## src/rtl/pcie_sw_pkg.sv

```systemverilog
// pcie_sw_pkg: shared widths and FSM encodings for the PCIe class-FIFO switch
package pcie_sw_pkg;
    localparam int DATA_SIZE = 8;
    localparam int NUM_IN = 4;
    typedef enum logic [1:0] {
        ST_IDLE = 2'd0,
        ST_POP  = 2'd1,
        ST_WAIT = 2'd2,
        ST_PUSH = 2'd3
    } state_t;
endpackage

```

## src/rtl/rr_priority_picker.sv

```systemverilog
// rr_priority_picker: combinational round-robin pick of the first request at or after ptr
module rr_priority_picker (
    input  logic [3:0] req,
    input  logic [1:0] ptr,
    output logic       gnt_valid,
    output logic [1:0] gnt_idx
);
    logic [7:0] dbl;
    logic [3:0] rot;
    logic [1:0] enc;
    always_comb begin
        dbl = {req, req} >> ptr;
        rot = dbl[3:0];
        enc = rot[0] ? 2'd0 : rot[1] ? 2'd1 : rot[2] ? 2'd2 : 2'd3;
        gnt_valid = |req;
        gnt_idx = enc + ptr;
    end
endmodule

```

## src/rtl/pcie_rr_pop_arbiter.sv

```systemverilog
// pcie_rr_pop_arbiter: round-robin drain of four class FIFOs into one egress stream
module pcie_rr_pop_arbiter
    import pcie_sw_pkg::*;
(
    input  logic                      clk,
    input  logic                      reset,
    input  logic [NUM_IN-1:0]         fifo_empty,
    input  logic [NUM_IN*DATA_SIZE-1:0] fifo_data,
    input  logic [NUM_IN-1:0]         dest_pause,
    output logic [NUM_IN-1:0]         pop,
    output logic                      push,
    output logic [DATA_SIZE-1:0]      data_out,
    output logic [1:0]                grant_idx,
    output logic                      busy,
    output logic [7:0]                word_count
);
    state_t state, state_nxt;
    logic [1:0] rr_ptr;
    logic [1:0] gnt_idx;
    logic gnt_valid;
    logic go;
    logic [NUM_IN-1:0] pop_nxt;

    rr_priority_picker u_picker (
        .req(~fifo_empty),
        .ptr(rr_ptr),
        .gnt_valid(gnt_valid),
        .gnt_idx(gnt_idx)
    );

    // Requests and pause only matter in IDLE; later states run to PUSH unconditionally.
    always_comb begin
        go = (state == ST_IDLE) && gnt_valid && !(|dest_pause);
        state_nxt = (state == ST_IDLE) ? (go ? ST_POP : ST_IDLE) : state_t'(state + 2'd1);
        pop_nxt = '0;
        pop_nxt[gnt_idx] = go;
        busy = state != ST_IDLE;
    end

    always_ff @(posedge clk) begin
        if (!reset)
            state <= ST_IDLE;
        else
            state <= state_nxt;
    end

    always_ff @(posedge clk) begin
        if (!reset) begin
            pop <= '0;
            push <= 1'b0;
            data_out <= '0;
            grant_idx <= 2'd0;
            word_count <= 8'd0;
            rr_ptr <= 2'd0;
        end else begin
            pop <= pop_nxt;
            push <= state == ST_WAIT;
            if (go)
                grant_idx <= gnt_idx;
            if (state == ST_WAIT)
                data_out <= fifo_data[grant_idx*DATA_SIZE +: DATA_SIZE];
            if (state == ST_PUSH) begin
                word_count <= word_count + 8'd1;
                rr_ptr <= grant_idx + 2'd1;
            end
        end
    end
endmodule

```

## config.mk

```make
export PLATFORM = sky130hd
export DESIGN_NAME = pcie_rr_pop_arbiter
export DESIGN_NICKNAME = d
export VERILOG_FILES = /design/src/rtl/pcie_sw_pkg.sv /design/src/rtl/rr_priority_picker.sv /design/src/rtl/pcie_rr_pop_arbiter.sv
export SDC_FILE = /design/constraint.sdc
export NUM_CORES = 1
export LEC_CHECK = 0
export ABC_AREA = 0
export BUFFER_PORTS_ARGS = -buffer_cell sky130_fd_sc_hd__buf_4
export CAP_MARGIN = 20
export CORE_MARGIN = 2
export CORE_UTILIZATION = 41
export CTS_CLUSTER_SIZE = 8
export DETAILED_ROUTE_END_ITERATION = 7
export PLACE_DENSITY = 0.84
export SKIP_LAST_GASP = 1
export SYNTH_ARGS = -nofsm -noshare
export SYNTH_HDL_FRONTEND = slang
export SYNTH_SLANG_ARGS = --single-unit
export TNS_END_PERCENT = 20
```

## constraint.sdc

```tcl
create_clock -name clk -period 1.6 [get_ports clk]
set_input_delay 0.08 -clock clk [delete_from_list [all_inputs] [get_ports clk]]
set_output_delay 0.08 -clock clk [all_outputs]
set_load 0.1 [all_outputs]
```

# == Word level (Yosys, flattened, before mapping) ==
# Cells that the tools add are included.
# classes
addsub,4
n_shift,2
n_lt_le_gt_ge,2
eq_ne,2
bitwise,2
n_mux,7
n_reduce_logical,8
# ops
cell,count
variable part select 32 x 6 -> 8 bit,1
"adder 8 x 1 -> 8 bit, second input constant",1
OR reduction 4 bit,2
right shift 8 x 2 -> 3 bit,1
2-to-1 mux 2 bit,3
"adder 2 x 1 -> 2 bit, second input constant",2
AND 4 bit,1
"equality test 2 bit, second input constant",2
NOT 4 bit,1
logical AND 1 bit,3
"less-than comparator 2 x 3 -> 1 bit, second input constant",1
2-to-1 mux 1 bit,3
adder 2 bit,1
demux 1 bit (select 2 bit),1
">= comparator 2 x 1 -> 1 bit, second input constant",1
logical NOT 2 bit,1
nonzero test 2 bit,1
logical NOT 1 bit,1
# word_totals
input_bits,42
reg_bits,27
elab_cells,34
output_inout_bits,24

# == Longest topological paths before layout ==
# depth
depth_word,11
depth_mapped,9
mapped_depth_nobuf,8

# == By module ==
# Synthesis repeated with hierarchy kept, for this count alone.
# unflattened
hier_cells,140
hier_area_um2,1406.3
# by_module_without_submodules
module,seq_area_each_um2,cells_each,instances,area_per_inst_um2
pcie_rr_pop_arbiter,540.5,117,1,1233.7
rr_priority_picker,0.0,23,1,172.7

# == Least setup slack after synthesis ==
# No wires, ideal clock.
# synth_path
path_type,register -> register
start,reg grant_idx[0]
end,reg data_out[0]
t_arrival_ns,1.996
path_buffers,1
t_required_ns,1.480
path_stages_with_launch,5
path_slack_ns,-0.516
setup_time_ns,0.120
synth_period_minus_slack_ns,2.116
cell_sequence,dfxtp_1 -> buf_4 -> mux4_2 -> mux2i_1 -> nor2b_1
# synth_via
elab_chain_cells,1
# synth_lines
element,line,text
"start, declared",pcie_rr_pop_arbiter.sv:13,"output logic [1:0] grant_idx,"
"start signal, assigned",pcie_rr_pop_arbiter.sv:59,grant_idx <= gnt_idx;
variable part select 32 x 6 -> 8 bit,pcie_rr_pop_arbiter.sv:61,data_out <= fifo_data[grant_idx*DATA_SIZE +: DATA_SIZE];
"end signal, assigned",pcie_rr_pop_arbiter.sv:61,
"end, declared",pcie_rr_pop_arbiter.sv:12,"output logic [DATA_SIZE-1:0] data_out,"
# Every way passes these cells.
# A chain may end at the register's enable or synchronous reset.

# == Final worst setup path ==
# layout_path
start,reg rr_ptr[0]
end,reg pop[1]
# layout_via
elab_chain_cells,10
elab_cells_between_ends,11
classes_between,1 x add/sub; 2 x order compare; 1 x shift; 5 x mux; 1 x bitwise; 1 x reduce/logical
# layout_lines
element,line,text
"start, declared",pcie_rr_pop_arbiter.sv:18,logic [1:0] rr_ptr;
"start signal, assigned",pcie_rr_pop_arbiter.sv:64,rr_ptr <= grant_idx + 2'd1;
right shift 8 x 2 -> 3 bit,rr_priority_picker.sv:12,"dbl = {req, req} >> ptr;"
2-to-1 mux 1 bit,rr_priority_picker.sv:14,enc = rot[0] ? 2'd0 : rot[1] ? 2'd1 : rot[2] ? 2'd2 : 2'd3;
2-to-1 mux 2 bit (2 in series),rr_priority_picker.sv:14,
adder 2 bit *,rr_priority_picker.sv:16,gnt_idx = enc + ptr;
less-than comparator 2 x 3 -> 1 bit (implied by the code) or >= comparator 2 x 1 -> 1 bit (tied branches),pcie_rr_pop_arbiter.sv:36,pop_nxt[gnt_idx] = go;
logical AND 1 bit (implied by the code),pcie_rr_pop_arbiter.sv:36,
2-to-1 mux 1 bit (implied by the code),pcie_rr_pop_arbiter.sv:36,
demux 1 bit (select 2 bit) *,pcie_rr_pop_arbiter.sv:36,
AND 4 bit (no source line) *,n/a,
"end signal, assigned",pcie_rr_pop_arbiter.sv:56,pop <= pop_nxt;
"end, declared",pcie_rr_pop_arbiter.sv:10,"output logic [NUM_IN-1:0] pop,"
# Every way passes the cells marked *; elsewhere a longest branch is shown, timed or not.

==> results.sh <==
export IMPL_dp_cells=240
export IMPL_synth_xor_area_share=0.05000
export IMPL_final_setup_tns_ns=-0.1906
export IMPL_cts_tree="done"
export IMPL_max_stage_delay_ns=0.39
export IMPL_htree_levels=1
export IMPL_layout_common_cells="69 x buf_4, 18 x dfxtp_1, 13 x mux2i_1"
export IMPL_synth_mux_area_frac=0.2214
export IMPL_grt_pass1_vias=1201
export IMPL_violations="setup timing"
export IMPL_critical_path_endpoint="pop[1]"
export IMPL_synth_area_mm2=0.001401
export IMPL_cts_buffers=3
export IMPL_fin_nets=246
export IMPL_gp_congestion=0.6871
export IMPL_grt_usage=0.1631
export IMPL_stdcell_count=244
export IMPL_grt_max_degree=26
export IMPL_skew_ns=0.01031
export IMPL_dp_hpwl_um=2445
export IMPL_remaining_drc_errors=0
export IMPL_clkLatencyLatePin_ns=0.33
export IMPL_timing_final_ws_setup_ns=-0.06159
export IMPL_post_route_period_util=1.038
export IMPL_synth_seq_cells=27
export IMPL_worst_hold_slack_ns=0.08837
export IMPL_ir_drop_mv=0.3715
export IMPL_outcome="complete, but fails checks"
export IMPL_drtAntennaViolNets=0
export IMPL_antenna_found_initial=0
export IMPL_die_area_mm2=0.003901
export IMPL_layout_drive_gt1_share=0.4899
export IMPL_viasPerCell=4.975
export IMPL_synth_cell_types=32
export IMPL_report_final_slew_viol_count=0
export IMPL_cpMaxStageDelayCell="dfxtp_4"
export IMPL_synth_adder_area_share=0.04464
export IMPL_worstPathCellList="buf_6, o221ai_2, o21ai_1, o211ai_1, ha_2, xor2_1, xnor2_1, buf_4, nor2b_4"
export IMPL_dr_pass1_iters=4
export IMPL_synthCells=132
export IMPL_vias=1214
export IMPL_clockBufferDepth=2
export IMPL_drt_iter0_drc=49
export IMPL_power_mw=1.165
export IMPL_p_int_mw=0.8775
export IMPL_p_comb_frac=0.157
export IMPL_wl_um=3166
export IMPL_setup_violations_final=4
export IMPL_required_ns=1.89
export IMPL_hold_viol=0
export IMPL_grt_setup_unrepaired="true"
export IMPL_hold_buffers=0
export IMPL_layout_min_cycle_time_ns=1.662
export IMPL_rows=21
export IMPL_start_kind="flop"
export IMPL_yosys_warnings=0
export IMPL_crit_path_start="rr_ptr[0]"
export IMPL_post_drt_wl_per_cell_um=12.98
export IMPL_clkTransAtPathRegs_ns=0.15
export IMPL_overflow=0
export IMPL_die_h_um=62.46
export IMPL_final_area_mm2=0.002009
export IMPL_syn_nets=179
export IMPL_core_area_mm2=0.003311
export IMPL_place_area_mm2=0.001951
export IMPL_synth_compound_area_share=0.07054
export IMPL_post_cts_buffers=0
export IMPL_postSynthAreaPerCell_um2=10.62
export IMPL_areaGrowthSynthToFinish_pct=43.39
export IMPL_dieWidth_um=62.46
export IMPL_diodes=0
export IMPL_power_frac_clock=0.259
export IMPL_critPathCaptureType="flop"
export IMPL_p_leak_nw=0.8475
export IMPL_final_util=0.6070
export IMPL_slew_headroom=0.6684
export IMPL_pre_cts_ws_ns=-0.07582
export IMPL_root_buffer="clkbuf_4"
export IMPL_layout_commonest_cell="buf_4"
export IMPL_r2r_end="pop[1]"
export IMPL_pwr_share_seq=0.584
export IMPL_start_util=0.4233
export IMPL_hp_class="input pin to flop"
export IMPL_switching_share=0.2466
export IMPL_crit_family="flip-flops"
export IMPL_cellPowerDensity_mw_per_mm2=579.6
export IMPL_crit_buf_inv=2
export IMPL_max_freq_mhz=601.8
export IMPL_io_buffers=65
export IMPL_cts_sinks=27
export IMPL_reg2reg_slack_ns=-0.06
export IMPL_grt_pass1_wl_um=5064
export IMPL_seq_area_frac_synth=0.3857
export IMPL_synth_top_family_by_area="multiplexers"
export IMPL_timing_rr_start="rr_ptr[0]"
export IMPL_cap_viol_max_count=0
export IMPL_p_sw_mw=0.2873
export IMPL_path_max_fanout=5
export IMPL_cp_arrival_ns=1.95
export IMPL_reg2reg_depth=9
export IMPL_io_pins=66
export IMPL_synth_simple_gate_area_share=0.1813
export IMPL_worst_pin_slew_ns=0.4974
export IMPL_crit_type="flop to flop"
export IMPL_crit_cells=9
-- worst min path at each step --
stage	to	start	cells after the start	slack [ns]
finish	state[0]	reset	2	0.09
global route	state[0]	reset	2	0.08
CTS	state[0]	reset	2	0.07
detailed placement	state[0]	reset	2	0.45
global placement	state[0]	reset	2	0.45
floorplan	word_count[5]	reset	1	0.23
-- cells in the mapped netlist --
cell type / n / area share
dfxtp_1: 27 / 0.39
mux2i_1: 13 / 0.093
nor2b_1: 11 / 0.049
nand2_1: 9 / 0.024
mux4_2: 8 / 0.13
and2_1: 7 / 0.031
xnor2_1: 6 / 0.037
ha_1: 5 / 0.045
inv_1: 5 / 0.013
clkbuf_1: 4 / 0.011
nand4_1: 4 / 0.018
o21ai_0: 4 / 0.014
and3_1: 3 / 0.013
nor2_1: 3 / 0.0080
a21boi_0: 2 / 0.011
buf_4: 2 / 0.011
nand3_1: 2 / 0.0071
or3_1: 2 / 0.0089
xor2_1: 2 / 0.013
a21oi_1: 1 / 0.0036
buf_2: 1 / 0.0036
buf_6: 1 / 0.0080
nand2b_1: 1 / 0.0045
nor3_1: 1 / 0.0036
nor3b_2: 1 / 0.0089
nor4_1: 1 / 0.0045
o211a_1: 1 / 0.0071
o211ai_1: 1 / 0.0054
o21a_1: 1 / 0.0054
o221ai_1: 1 / 0.0063
o2bb2ai_1: 1 / 0.0063
o32ai_2: 1 / 0.012
-- power by group through the flow --
stage	Combinational, mW	Clock [mW]	Sequential (mW)
floorplan	0.0697	0	0.707
global placement	0.174	0	0.696
detailed placement	0.180	0	0.697
CTS	0.181	0.314	0.682
global route	0.194	0.342	0.682
finish	0.183	0.302	0.680
-- sequential cells by signal (all words and copies together) (netlist names) --
name / flops
rr_ptr: 2
data_out: 8
word_count: 8
grant_idx: 2
pop: 4
push: 1
state: 2
-- area by class of cell --
cell class | count | area (um^2)
fillers | 293 | 1301
well taps | 46 | 57.56
multi-input cells | 92 | 817.0
flip-flops and latches | 27 | 556.8
repair buffers | 70 | 529.3
inverters | 5 | 18.77
clock buffers | 3 | 22.52
clock inverters | 1 | 7.507
-- routing by layer --
metal / GRT usage / vias up / routed length (um)
met5: 0 / - / 0
met4: 0.06667 / 0 / 54
met3: 0.03784 / 5 / 209
met2: 0.3132 / 48 / 1631
met1: 0.1680 / 559 / 1271
li1: - / 602 / -
-- timing repair --
action                                  CTS  global route
pin swaps                                 3             2
endpoints found under the setup margin    5             5
resized for setup                         4             4
-- cell families after synthesis --
group	count (synthesis)
compound gates	13
xor+xnor	8
fa+ha+maj	5
buf+inv	13
flops	27
mux	21
simple gates	45
(Power assumes the default switching activity.)
